--- config.mk ---
export PLATFORM = sky130hd
export DESIGN_NAME = operand_packetizer
export DESIGN_NICKNAME = d
export VERILOG_FILES = /design/src/rtl/operand_packetizer.sv
export SDC_FILE = /design/constraint.sdc
export NUM_CORES = 1
export LEC_CHECK = 0
export BUFFER_PORTS_ARGS = -buffer_cell sky130_fd_sc_hd__clkbuf_2
export CORE_MARGIN = 2
export CORE_UTILIZATION = 42
export CTS_BUF_LIST = sky130_fd_sc_hd__clkbuf_4
export DETAILED_ROUTE_END_ITERATION = 12
export GPL_ROUTABILITY_DRIVEN = 0
export MAX_ROUTING_LAYER = met4
export PLACE_DENSITY = 0.7
export SYNTH_ARGS = -nofsm -noshare
export SYNTH_HDL_FRONTEND = slang
export SYNTH_SLANG_ARGS = --single-unit
export TNS_END_PERCENT = 100
--- constraint.sdc ---
create_clock -name clk -period 2.26 [get_ports clk]
set_input_delay 0.226 -clock clk [delete_from_list [all_inputs] [get_ports clk]]
set_output_delay 0.226 -clock clk [all_outputs]
set_load 0.03 [all_outputs]
--- src/rtl/operand_packetizer.sv ---
// Collects six MSB-first UART bytes into a 48-bit command word, validates header
// and A0/A1/B0/B1 ordering, and presents accepted words on a held bus.
module operand_packetizer #(
    parameter int GAP_TIMEOUT = 100000,
    parameter bit CHECK_ORDER = 1'b1
) (
    input  logic        clk,
    input  logic        rst,
    input  logic [7:0]  rx_data,
    input  logic        rx_valid,
    output logic [47:0] dataout,
    output logic        word_valid,
    output logic [15:0] word_count,
    output logic        busy,
    output logic        err_header,
    output logic        err_order,
    output logic        err_timeout
);
    localparam int GW = $clog2(GAP_TIMEOUT + 1);
    localparam logic [GW-1:0] GAP_LAST = GW'(GAP_TIMEOUT - 1);

    typedef enum logic [1:0] {EXP_A0, EXP_A1, EXP_B0, EXP_B1} seq_t;

    logic [2:0]    idx_reg;
    logic [GW-1:0] gap_reg;
    seq_t          seq_reg;
    seq_t          seq_next;
    logic [2:0]    app_reg;
    logic [39:0]   hold_reg;
    logic [47:0]   dataout_reg;
    logic [15:0]   count_reg;
    logic          word_valid_reg;
    logic          err_header_reg;
    logic          err_order_reg;
    logic          err_timeout_reg;

    logic [47:0] cand_word;
    logic [2:0]  cand_app;
    logic [2:0]  cand_pkt;
    logic        cand_ab;
    logic        word_done;
    logic        header_ok;
    logic        is_a0;
    logic        order_ok;
    logic        accept;
    logic        order_fail;

    // Holding register: each byte lane shifts into the next on every received byte.
    genvar gi;
    generate
        for (gi = 0; gi < 5; gi++) begin : g_lane
            always_ff @(posedge clk) begin
                if (rst) begin
                    hold_reg[gi*8 +: 8] <= 8'h00;
                end else if (rx_valid) begin
                    if (gi == 0) begin
                        hold_reg[gi*8 +: 8] <= rx_data;
                    end else begin
                        hold_reg[gi*8 +: 8] <= hold_reg[(gi-1)*8 +: 8];
                    end
                end
            end
        end
    endgenerate

    assign cand_word = {hold_reg, rx_data};
    assign cand_app  = cand_word[47:45];
    assign cand_ab   = cand_word[44];
    assign cand_pkt  = cand_word[42:40];
    assign word_done = rx_valid && (idx_reg == 3'd5);
    assign header_ok = (cand_app != 3'd0) && (cand_app[2] == 1'b0) && (cand_pkt[2:1] == 2'b00);
    assign is_a0     = !cand_ab && !cand_pkt[0];

    always_comb begin
        seq_next = EXP_A0;
        order_ok = 1'b0;
        case (seq_reg)
            EXP_A1: begin
                seq_next = EXP_B0;
                order_ok = !cand_ab && cand_pkt[0];
            end
            EXP_B0: begin
                seq_next = EXP_B1;
                order_ok = cand_ab && !cand_pkt[0];
            end
            EXP_B1: begin
                seq_next = EXP_A0;
                order_ok = cand_ab && cand_pkt[0];
            end
            default: begin
                seq_next = EXP_A0;
                order_ok = 1'b0;
            end
        endcase
        order_ok = order_ok && (cand_app == app_reg);
    end

    // An A0 always resynchronises the sequence, whatever state it arrives in.
    assign accept     = word_done && header_ok && (!CHECK_ORDER || is_a0 || order_ok);
    assign order_fail = word_done && header_ok && CHECK_ORDER && !is_a0 && !order_ok;

    always_ff @(posedge clk) begin
        if (rst) begin
            idx_reg         <= 3'd0;
            gap_reg         <= '0;
            seq_reg         <= EXP_A0;
            app_reg         <= 3'd0;
            dataout_reg     <= 48'h0;
            count_reg       <= 16'h0;
            word_valid_reg  <= 1'b0;
            err_header_reg  <= 1'b0;
            err_order_reg   <= 1'b0;
            err_timeout_reg <= 1'b0;
        end else begin
            word_valid_reg  <= accept;
            err_header_reg  <= word_done && !header_ok;
            err_order_reg   <= order_fail;
            err_timeout_reg <= 1'b0;

            if (rx_valid) begin
                gap_reg <= '0;
                idx_reg <= word_done ? 3'd0 : idx_reg + 3'd1;
            end else if (idx_reg != 3'd0) begin
                if (gap_reg == GAP_LAST) begin
                    idx_reg         <= 3'd0;
                    gap_reg         <= '0;
                    err_timeout_reg <= 1'b1;
                end else begin
                    gap_reg <= gap_reg + 1'b1;
                end
            end

            if (accept) begin
                dataout_reg <= cand_word;
                count_reg   <= count_reg + 16'd1;
                if (CHECK_ORDER) begin
                    seq_reg <= is_a0 ? EXP_A1 : seq_next;
                    if (is_a0) begin
                        app_reg <= cand_app;
                    end
                end
            end
        end
    end

    assign dataout     = dataout_reg;
    assign word_valid  = word_valid_reg;
    assign word_count  = count_reg;
    assign busy        = (idx_reg != 3'd0);
    assign err_header  = err_header_reg;
    assign err_order   = err_order_reg;
    assign err_timeout = err_timeout_reg;
endmodule

==> impl_results.md <==
* Status: finished clean
* Yosys warns at 0
* CP required at 2730 ps
* Slowest CP cell: or4b_1
* GRT Total Usage at 0.184
* Cells along the critical path: or3_4, or3_4, buf_4, a2111oi_4, or4b_1, a21oi_1
* Seq cells post-synth at 133
* GRT overflow at 0
* Total die area at 0.0133 mm²
* Initial antenna violation count at 0
* Least-Margin Pin Slew at 730 ps
* Final min period at 2200 ps
* Post-DP HPWL at 7750 µm
* Slew margin rel. at 0.513
* Clk Latency, worst-skew pair at 530 ps
* Area of the core at 0.0121 mm²
* Maximum fanout along the worst path at 4
* Antenna Nets Post-Route at 0
* CP arrival at 2670 ps
* Delay-heaviest family, CP: simple AND/OR/NAND/NOR gates
* Clock network power share at 0.390
* Die width at 115 µm
* Crit end category: flop
* CTS tree: yes
* Mapped Nets at 605
* Register area share after synthesis at 0.512
* Leak at 2.48 nW
* Setup violators final at 0
* Top Ports at 80
* Die span in y at 115 µm
* H-tree level count at 4
* RSZ-0062 raised after global routing: true
* Pint at 0.00312 W
* Clk sink count at 133
* Area growth syn-to-layout at 21.9%
* Reg clk slew, reported paths at 130 ps
* Cells after synthesis at 585
* Crit path kind: reg -> reg
* Final Hold Viols at 0
* Maximum vdd ir drop at 0.358 mV
* Vias at 4437
* Crit start category: flop
* Crit share post-route at 0.973
* Commonest cells in the netlist: dfxtp_1, nand2_1, nor2_1, a21oi_1, mux2i_1
* Synth async-reset ratio at 0
* # Max-Cap Violations at 0
* # DRC at 0
* Synth cell types at 40
* Top post-synthesis cells by area: dfxtp_1, mux2i_1, nand2_1, a21oi_1, nor2_1
* Tot Pwr at 0.00419 W
* Cell repeated most along the worst path: or3_4
* Top FF cell, synth: dfxtp_1
* WP buf/inv at 1
* Synth area leader: dfxtp_1
* Crit-path max cell delay at 480 ps
* Switching portion of total power at 0.255
* Buffer depth of the longest clock path at 2
* Drt via density at 5.14
* Pwr/cell area at 662 mW/mm²
* Synthesized area per cell at 8.89 µm²
* Filler cell count at 1119
* First-pass GRT wire length at 19000 µm
* Setup Skew at 17.4 ps
* Fmax at 455 MHz
* PortBufs at 79
* EDFF count, synth at 0
* Sequential cell fraction of total power at 0.569
* HP Class: in -> reg
* Layout cell share with drive strength beyond 1 at 0.210
* Final slew viol count at 0
* Antenna cell count at 0
* Combinational power share at 0.042
* Count leader, synth: dfxtp_1
* Cts bufs inserted at 17
* WL final at 12000 µm
* Layout Utilization at 0.525
* Root Buffer Master: clkbuf_4
* Drt first pass iters at 4
* # rows at 40
* Initial Utilization at 0.431
* Final net count at 703
* Sw Pwr at 0.00107 W
* Max reg flops at 48
* Initial drt markers at 318
* Largest net degree at the start of global routing at 57
* Vias in the first global route at 4068
* Wire per inst at 13.9 µm
* Share of the synthesized area in the top cell type at 0.512
* Synth Cell Area at 0.00520 mm²
placed cells by master, fill, tap and decap left out, types with 5 or more instances in the layout:
master	count
mux2i_1	43
xnor2_1	15
ha_1	8
nand4_1	6
inv_1	9
nand3_1	11
dlygate4sd3_1	9
clkbuf_4	17
xor2_1	5
a21oi_1	61
nor3_1	7
and2_1	5
nor2_1	74
clkbuf_2	78
inv_6	5
dfxtp_1	132
or4_1	6
o31ai_1	8
nand2_1	111
buf_4	17
o21ai_0	5
power groups by stage:
stage	clock (W)	combinational [W]	sequential [W]
after CTS	0.00167	0.000174	0.00238
after global placement	0	0.000155	0.00244
after floorplan	0	0.000116	0.00243
final	0.00163	0.000175	0.00238
after global routing	0.00177	0.000192	0.00239
after detailed placement	0	0.000159	0.00244
final timing paths:
| path | to | start | slack, ps | depth (start not counted) |
|---|---|---|---|---|
| hold reg to reg | dataout[7] | dataout[7] | 460 | 2 |
| setup reg to reg | word_count[12] | cand_pkt[1] | 60 | 6 |
| hold / removal | word_count[0] | rst | 130 | 2 |
| setup / recovery | word_count[12] | cand_pkt[1] | 60 | 6 |
logic make-up (layout without fill, tap and decap cells):
logic type,Yosys count,after routing,share of synthesized area
flops,133,133,0.512
fa+ha+maj,9,9,0.0217
xor+xnor,20,20,0.0337
compound gates,87,89,0.101
buf+inv,42,151,0.0339
simple gates,251,251,0.215
mux,43,43,0.0828
per-layer routing:
layer,share of wire,global-route usage,vias up
met5,0,-,-
met4,0.014,0.0683,0
met3,0.048,0.0554,19
met2,0.47,0.282,117
met1,0.46,0.231,2100
li1,-,-,2201
what timing repair did:
item,4_1_cts,5_1_grt
setup buffers,0,2
cloned,0,4
resized for setup,2,9
setup endpoints to repair,7,56
pin swaps,1,1
hold endpoints to repair,17,0
hold buffers,9,0
layout make-up:
cell class	instances	area, µm²	area share
tap	168	210	0.0332
timing repair buffer	110	707	0.112
inverter	9	33.8	0.00533
clock inverter	15	168	0.0265
sequential	133	2660	0.421
multi-input combinational	412	2420	0.383
clock buffer	17	128	0.0201
metrics by stage:
stage	instance area (µm²)	instances	setup WS [ps]	hold WS [ps]	TNS (ps)
floorplan	5200	585	56.2	362	0
global placement	5830	817	33.1	445	0
detailed placement	5830	817	-38.6	446	-118
CTS	6230	858	11.4	80.1	0
global route	6330	864	-19.4	103	-27.8
finish	6330	864	60.0	132	0
Power figures use the tool's default switching activity.
